--- src/rtl/morse_digit_ctrl.sv ---
// Morse key sequencer: times presses on a single key, assembles 5-element
// digit codes and issues non-overlapping commit/backspace strobes.
module morse_digit_ctrl #(
    parameter int DOT_MAX = 4,
    parameter int GAP_LEN = 8,
    parameter int CNT_W   = 16
) (
    input  logic       clk,
    input  logic       rst,
    input  logic       key,
    input  logic       bksp_key,
    output logic [3:0] sym_val,
    output logic       sym_flag,
    output logic       bksp_out,
    output logic       busy,
    output logic [2:0] elem_cnt
);

    typedef enum logic [1:0] {
        IDLE  = 2'd0,
        PRESS = 2'd1,
        GAP   = 2'd2,
        EMIT  = 2'd3
    } state_t;

    localparam logic [CNT_W-1:0] CNT_ZERO = {CNT_W{1'b0}};
    localparam logic [CNT_W-1:0] CNT_ONE  = CNT_W'(1);
    localparam logic [CNT_W-1:0] CNT_MAX  = {CNT_W{1'b1}};
    localparam logic [CNT_W-1:0] DOT_LIM  = CNT_W'(DOT_MAX);
    localparam logic [CNT_W-1:0] GAP_LIM  = CNT_W'(GAP_LEN);
    localparam logic [2:0]       ELEM_MAX = 3'd6;
    localparam logic [2:0]       ELEM_FULL = 3'd5;

    // First element sits in the MSB; dot = 0, dash = 1.
    function automatic logic [3:0] decode_digit(input logic [4:0] code);
        logic [3:0] digit;
        case (code)
            5'b01111: digit = 4'd1;
            5'b00111: digit = 4'd2;
            5'b00011: digit = 4'd3;
            5'b00001: digit = 4'd4;
            5'b00000: digit = 4'd5;
            5'b10000: digit = 4'd6;
            5'b11000: digit = 4'd7;
            5'b11100: digit = 4'd8;
            5'b11110: digit = 4'd9;
            5'b11111: digit = 4'd0;
            default:  digit = 4'hF;
        endcase
        return digit;
    endfunction

    function automatic logic [CNT_W-1:0] sat_inc(input logic [CNT_W-1:0] cnt);
        logic [CNT_W-1:0] res;
        if (cnt == CNT_MAX) begin
            res = cnt;
        end else begin
            res = cnt + CNT_ONE;
        end
        return res;
    endfunction

    state_t           state_r;
    state_t           state_nxt_s;
    logic [CNT_W-1:0] press_cnt_r;
    logic [CNT_W-1:0] press_cnt_nxt_s;
    logic [CNT_W-1:0] gap_cnt_r;
    logic [CNT_W-1:0] gap_cnt_nxt_s;
    logic [4:0]       code_r;
    logic [4:0]       code_nxt_s;
    logic [2:0]       elem_cnt_r;
    logic [2:0]       elem_cnt_nxt_s;
    logic [3:0]       sym_val_r;
    logic [3:0]       sym_val_nxt_s;
    logic             sym_flag_r;
    logic             sym_flag_nxt_s;
    logic             bksp_out_r;
    logic             bksp_out_nxt_s;
    logic             bksp_pend_r;
    logic             bksp_pend_nxt_s;
    logic             busy_r;
    logic             busy_nxt_s;
    logic             key_q_r;
    logic             bksp_q_r;
    logic             key_rise_s;
    logic             key_fall_s;
    logic             bksp_rise_s;
    logic             dash_s;

    assign key_rise_s  = key & ~key_q_r;
    assign key_fall_s  = ~key & key_q_r;
    assign bksp_rise_s = bksp_key & ~bksp_q_r;
    assign dash_s      = (press_cnt_r > DOT_LIM);

    // State register.
    always_ff @(posedge clk or negedge rst) begin
        if (!rst) begin
            state_r <= IDLE;
        end else begin
            state_r <= state_nxt_s;
        end
    end

    // Next-state, element capture and strobe generation.
    always_comb begin
        state_nxt_s     = state_r;
        press_cnt_nxt_s = press_cnt_r;
        gap_cnt_nxt_s   = gap_cnt_r;
        code_nxt_s      = code_r;
        elem_cnt_nxt_s  = elem_cnt_r;
        sym_val_nxt_s   = sym_val_r;
        sym_flag_nxt_s  = 1'b0;
        bksp_out_nxt_s  = 1'b0;
        bksp_pend_nxt_s = bksp_pend_r;

        case (state_r)
            IDLE: begin
                if (bksp_pend_r || bksp_rise_s) begin
                    bksp_out_nxt_s  = 1'b1;
                    // A fresh press landing with a deferred one stays queued.
                    bksp_pend_nxt_s = bksp_pend_r & bksp_rise_s;
                end else begin
                    bksp_pend_nxt_s = 1'b0;
                end
                if (key_rise_s) begin
                    state_nxt_s     = PRESS;
                    press_cnt_nxt_s = CNT_ONE;
                end else begin
                    state_nxt_s = IDLE;
                end
            end

            PRESS: begin
                if (bksp_rise_s) begin
                    state_nxt_s     = IDLE;
                    press_cnt_nxt_s = CNT_ZERO;
                    gap_cnt_nxt_s   = CNT_ZERO;
                    code_nxt_s      = 5'd0;
                    elem_cnt_nxt_s  = 3'd0;
                end else if (key_fall_s) begin
                    code_nxt_s    = {code_r[3:0], dash_s};
                    gap_cnt_nxt_s = CNT_ONE;
                    state_nxt_s   = GAP;
                    if (elem_cnt_r == ELEM_MAX) begin
                        elem_cnt_nxt_s = ELEM_MAX;
                    end else begin
                        elem_cnt_nxt_s = elem_cnt_r + 3'd1;
                    end
                end else if (key) begin
                    press_cnt_nxt_s = sat_inc(press_cnt_r);
                end else begin
                    press_cnt_nxt_s = press_cnt_r;
                end
            end

            GAP: begin
                // Closing the letter outranks both a new press and a backspace.
                if (gap_cnt_r == GAP_LIM) begin
                    state_nxt_s = EMIT;
                    if (bksp_rise_s) begin
                        bksp_pend_nxt_s = 1'b1;
                    end else begin
                        bksp_pend_nxt_s = bksp_pend_r;
                    end
                end else if (bksp_rise_s) begin
                    state_nxt_s     = IDLE;
                    press_cnt_nxt_s = CNT_ZERO;
                    gap_cnt_nxt_s   = CNT_ZERO;
                    code_nxt_s      = 5'd0;
                    elem_cnt_nxt_s  = 3'd0;
                end else if (key_rise_s) begin
                    state_nxt_s     = PRESS;
                    press_cnt_nxt_s = CNT_ONE;
                end else begin
                    gap_cnt_nxt_s = sat_inc(gap_cnt_r);
                end
            end

            EMIT: begin
                sym_flag_nxt_s = 1'b1;
                if (elem_cnt_r == ELEM_FULL) begin
                    sym_val_nxt_s = decode_digit(code_r);
                end else begin
                    sym_val_nxt_s = 4'hF;
                end
                if (bksp_rise_s) begin
                    bksp_pend_nxt_s = 1'b1;
                end else begin
                    bksp_pend_nxt_s = bksp_pend_r;
                end
                code_nxt_s      = 5'd0;
                elem_cnt_nxt_s  = 3'd0;
                press_cnt_nxt_s = CNT_ZERO;
                gap_cnt_nxt_s   = CNT_ZERO;
                state_nxt_s     = IDLE;
            end

            default: begin
                state_nxt_s = IDLE;
            end
        endcase

        busy_nxt_s = (elem_cnt_nxt_s != 3'd0) | key;
    end

    // Datapath and registered outputs.
    always_ff @(posedge clk or negedge rst) begin
        if (!rst) begin
            press_cnt_r <= CNT_ZERO;
            gap_cnt_r   <= CNT_ZERO;
            code_r      <= 5'd0;
            elem_cnt_r  <= 3'd0;
            sym_val_r   <= 4'd0;
            sym_flag_r  <= 1'b0;
            bksp_out_r  <= 1'b0;
            bksp_pend_r <= 1'b0;
            busy_r      <= 1'b0;
            key_q_r     <= 1'b0;
            bksp_q_r    <= 1'b0;
        end else begin
            press_cnt_r <= press_cnt_nxt_s;
            gap_cnt_r   <= gap_cnt_nxt_s;
            code_r      <= code_nxt_s;
            elem_cnt_r  <= elem_cnt_nxt_s;
            sym_val_r   <= sym_val_nxt_s;
            sym_flag_r  <= sym_flag_nxt_s;
            bksp_out_r  <= bksp_out_nxt_s;
            bksp_pend_r <= bksp_pend_nxt_s;
            busy_r      <= busy_nxt_s;
            key_q_r     <= key;
            bksp_q_r    <= bksp_key;
        end
    end

    assign sym_val  = sym_val_r;
    assign sym_flag = sym_flag_r;
    assign bksp_out = bksp_out_r;
    assign busy     = busy_r;
    assign elem_cnt = elem_cnt_r;

endmodule

--- config.mk ---
export PLATFORM = sky130hd
export DESIGN_NAME = morse_digit_ctrl
export DESIGN_NICKNAME = d
export VERILOG_FILES = /design/src/rtl/morse_digit_ctrl.sv
export SDC_FILE = /design/constraint.sdc
export NUM_CORES = 1
export LEC_CHECK = 0
export CORE_ASPECT_RATIO = 0.7
export CORE_MARGIN = 4
export CORE_UTILIZATION = 60
export CTS_CLUSTER_DIAMETER = 30
export CTS_CLUSTER_SIZE = 8
export DETAILED_ROUTE_END_ITERATION = 10
export PLACE_DENSITY = 0.82
export RECOVER_POWER = 50
export SETUP_SLACK_MARGIN = 0.02
export SLEW_MARGIN = 30
export SYNTH_ARGS = -nofsm -noshare
export SYNTH_HDL_FRONTEND = slang
export SYNTH_SLANG_ARGS = --single-unit
export TNS_END_PERCENT = 20
--- constraint.sdc ---
create_clock -name clk -period 4.8 [get_ports clk]
set_clock_uncertainty 0.15 [all_clocks]
set_input_delay 0.48 -clock clk [delete_from_list [all_inputs] [get_ports clk]]
set_output_delay 0.48 -clock clk [all_outputs]
set_load 0.02 [all_outputs]
==> results.py <==
metrics = {
    "die": {
        "start_util": 0.6232,
        "core_um2": 4808,
        "num_rows": 21,
        "die_x_um": 92.47,
        "die_y_um": 67.13,
        "io_pins": 14,
        "die_area_um2": 6207,
    },
    "placement": {
        "portBuffers": 13,
        "place_worst_setup_slack_ns": 1.329,
        "place.gp.congestion": 0.9016,
        "hpwl_mm": 4.803,
        "place_area_um2": 3152,
    },
    "setup_path": {
        "crit_path_end_kind": "flip-flop",
        "cp_common_cell": "or3_1",
        "critPathBufInv": 1,
        "slowest_stage": "nor2b_1",
        "timing_worst_setup_path_type": "input pin to flip-flop",
        "cp_max_fo": 13,
        "crit_family": "simple AND/OR/NAND/NOR gates",
        "critPathArrivalTime_ns": 3.37,
        "critical-path-max-stage-delay_ns": 0.72,
        "cp_data_required_time_ns": 4.89,
        "worst_setup_path_start_kind": "input pin",
        "cp_cell_sequence": "dlygate4sd3_1, nor2b_1, nor3_1, and4_1, or3_1, or3_1, a21oi_1",
    },
    "synth": {
        "synth.avg_cell_area_um2": 8.513,
        "syn_nets": 367,
        "synth_edf_count": 0,
        "ys_ff_latch": 52,
        "synthCells": 352,
        "synthesis.area_um2": 2997,
        "synth_ff_type": "dfrtp_1",
        "yosysSeqAreaShare": 0.4342,
        "async_flop_share": 1.000,
        "synth_cell_types": 49,
        "yosys_warnings": 0,
    },
    "timing": {
        "whs_ns": 0.3876,
        "rsz0062_at_grt": "false",
        "finalHoldViolations": 0,
        "period_share": 0.6826,
        "min_period_ns": 3.277,
        "drv_slew": 53,
        "setup_viol": 0,
        "setup_tns_ns": 0,
        "max_slew_margin": -0.8655,
        "fmax_mhz": 305.2,
        "tightest_slew_ns": 2.798,
        "setup_slack_ns": 1.523,
    },
    "run_status": {
        "status": "finished with violations",
        "failed_checks": "max-capacitance violations, max-slew violations",
    },
    "worst_hold_path": {
        "holdCritPathClass": "flip-flop to flip-flop",
    },
    "global_route": {
        "overflow": 0,
        "grt_antenna_before_repair": 0,
        "grt_max_degree": 53,
        "grtUsageMet3": 0.05418,
        "grt_use_met2": 0.3189,
        "met1_usage": 0.3780,
        "grt_use_total": 0.2345,
        "busiest_layer": "met1",
        "grt_pass1_wl_mm": 11.45,
        "grt_pass1_vias": 2338,
    },
    "finish": {
        "syn2layout_area_growth_pct": 8.267,
        "fin_nets": 373,
        "design_area_um2": 3244,
        "drive_gt1_frac": 0.04457,
        "antenna_cells": 0,
    },
    "power": {
        "pwr_density_cell_nw_per_um2": 373.6,
        "ir_worst_vdd_uv": 302.8,
        "p_leak_uw": 0.001338,
        "p_total_uw": 1212,
    },
    "flow_run": {
        "drv_cap": 1,
    },
    "clock_network": {
        "cts.clk_slew.worst_paths_ns": 0.11,
        "cts_tree": "built",
        "h-tree-depth": 2,
        "ctsResizeCount": 0,
        "clock_sinks": 52,
        "clk_latency_ns": 0.32,
        "postCtsSetupBuffers": 0,
        "cts_made_buffers": 5,
        "max-clock-path-buffers": 2,
        "cts_root_buf": "clkbuf_8",
        "postCtsHoldBufs": 0,
    },
    "drt": {
        "first_iter_violations": 258,
        "routed_via_density": 6.301,
        "routedWlPerCell_um": 15.72,
        "wirelength_mm": 6.730,
        "ant_nets": 0,
        "drt_drc_violations_left": 0,
        "vias": 2697,
        "drtPass1Iterations": 5,
    },
}
cell usage after synthesis, types with 4 or more instances:
| library cell | instances | area (µm²) |
|---|---|---|
| dfrtp_1 | 52 | 1301 |
| nand2_1 | 40 | 150.1 |
| nor2_1 | 31 | 116.4 |
| o21ai_0 | 27 | 135.1 |
| a21oi_1 | 26 | 130.1 |
| nand3_1 | 22 | 110.1 |
| inv_1 | 15 | 56.30 |
| nor3_1 | 13 | 65.06 |
| clkbuf_1 | 11 | 41.29 |
| ha_1 | 11 | 137.6 |
| a31oi_1 | 9 | 56.30 |
| and3_1 | 8 | 50.05 |
| nand4_1 | 8 | 50.05 |
| nor4_1 | 7 | 43.79 |
| a41oi_1 | 6 | 52.55 |
| or3_1 | 6 | 37.54 |
| and2_1 | 5 | 31.28 |
| nor2b_1 | 5 | 31.28 |
| o211ai_1 | 4 | 30.03 |
| or4_1 | 4 | 30.03 |
| xnor2_1 | 4 | 35.03 |
cell type report:
cell class / instances / area [µm²]
sequential: 52 / 1301
clock buffer: 5 / 68.82
timing repair buffer: 15 / 136.4
fill: 398 / 1564
inverter: 15 / 56.30
multi-input combinational: 269 / 1568
clock inverter: 3 / 27.53
tap: 69 / 86.33
cells by family after synthesis:
family / Yosys count / share of synthesized area
buf+inv: 31 / 0.04258
simple gates: 162 / 0.2747
compound gates: 89 / 0.1808
flops: 52 / 0.4342
xor+xnor: 4 / 0.01169
fa+ha+maj: 11 / 0.04593
mux: 3 / 0.01002
flip-flops by register name, indices dropped and copies added, names as in the netlist:
name	cells
busy	1
gap_cnt_r	16
key_q_r	1
bksp_out	1
state_r	2
press_cnt_r	16
sym_flag	1
elem_cnt	3
sym_val	4
bksp_pend_r	1
bksp_q_r	1
code_r	5
routing by layer:
| metal | wire (µm) | vias to the layer above |
|---|---|---|
| met4 | 35 | 0 |
| met3 | 531 | 6 |
| met2 | 2732 | 132 |
| met1 | 3431 | 1266 |
| li1 | - | 1293 |
| met5 | 0 | - |
layout by cell type, fill, tap and decap left out, types with 9 or more instances in the layout:
cell type and n:
dfrtp_1 52, nand2_1 40, nor2_1 31, o21ai_0 27
a21oi_1 26, nand3_1 22, inv_1 15, nor3_1 13
ha_1 11, clkdlybuf4s50_1 10, a31oi_1 9
worst min-delay path: stages (launching register included):
cell     delay, ns
dfrtp_1       0.35
nor2_1        0.05
a21oi_1       0.10
where the power goes:
part / switching, µW / total (µW) / leakage (µW) / internal (µW)
Clock: 156 / 263 / 0.0000463 / 107
Combinational: 227 / 372 / 0.000602 / 145
Sequential: 83.9 / 577 / 0.000689 / 493
Total: 467 / 1210 / 0.00134 / 745
through the flow:
step | utilization | instances
after floorplan | - | 352
after global placement | 0.6555 | 420
after detailed placement | 0.6555 | 420
after CTS | 0.6755 | 428
after global routing | 0.6747 | 428
final | 0.6747 | 428
path summary, 6_finish.rpt:
check | start | endpoint | slack [ns] | cells past startpoint
worst min-delay path | sym_val[3] | sym_val[3] | 0.39 | 2
max in group asynchronous | rst | gap_cnt_r[11] | 1.92 | 2
min in group asynchronous | rst | press_cnt_r[13] | 0.98 | 2
worst min register to register | sym_val[3] | sym_val[3] | 0.39 | 2
worst max register to register | bksp_q_r | gap_cnt_r[13] | 1.90 | 6
worst max-delay path | bksp_key | gap_cnt_r[13] | 1.52 | 7
(Power assumes the default switching activity.)
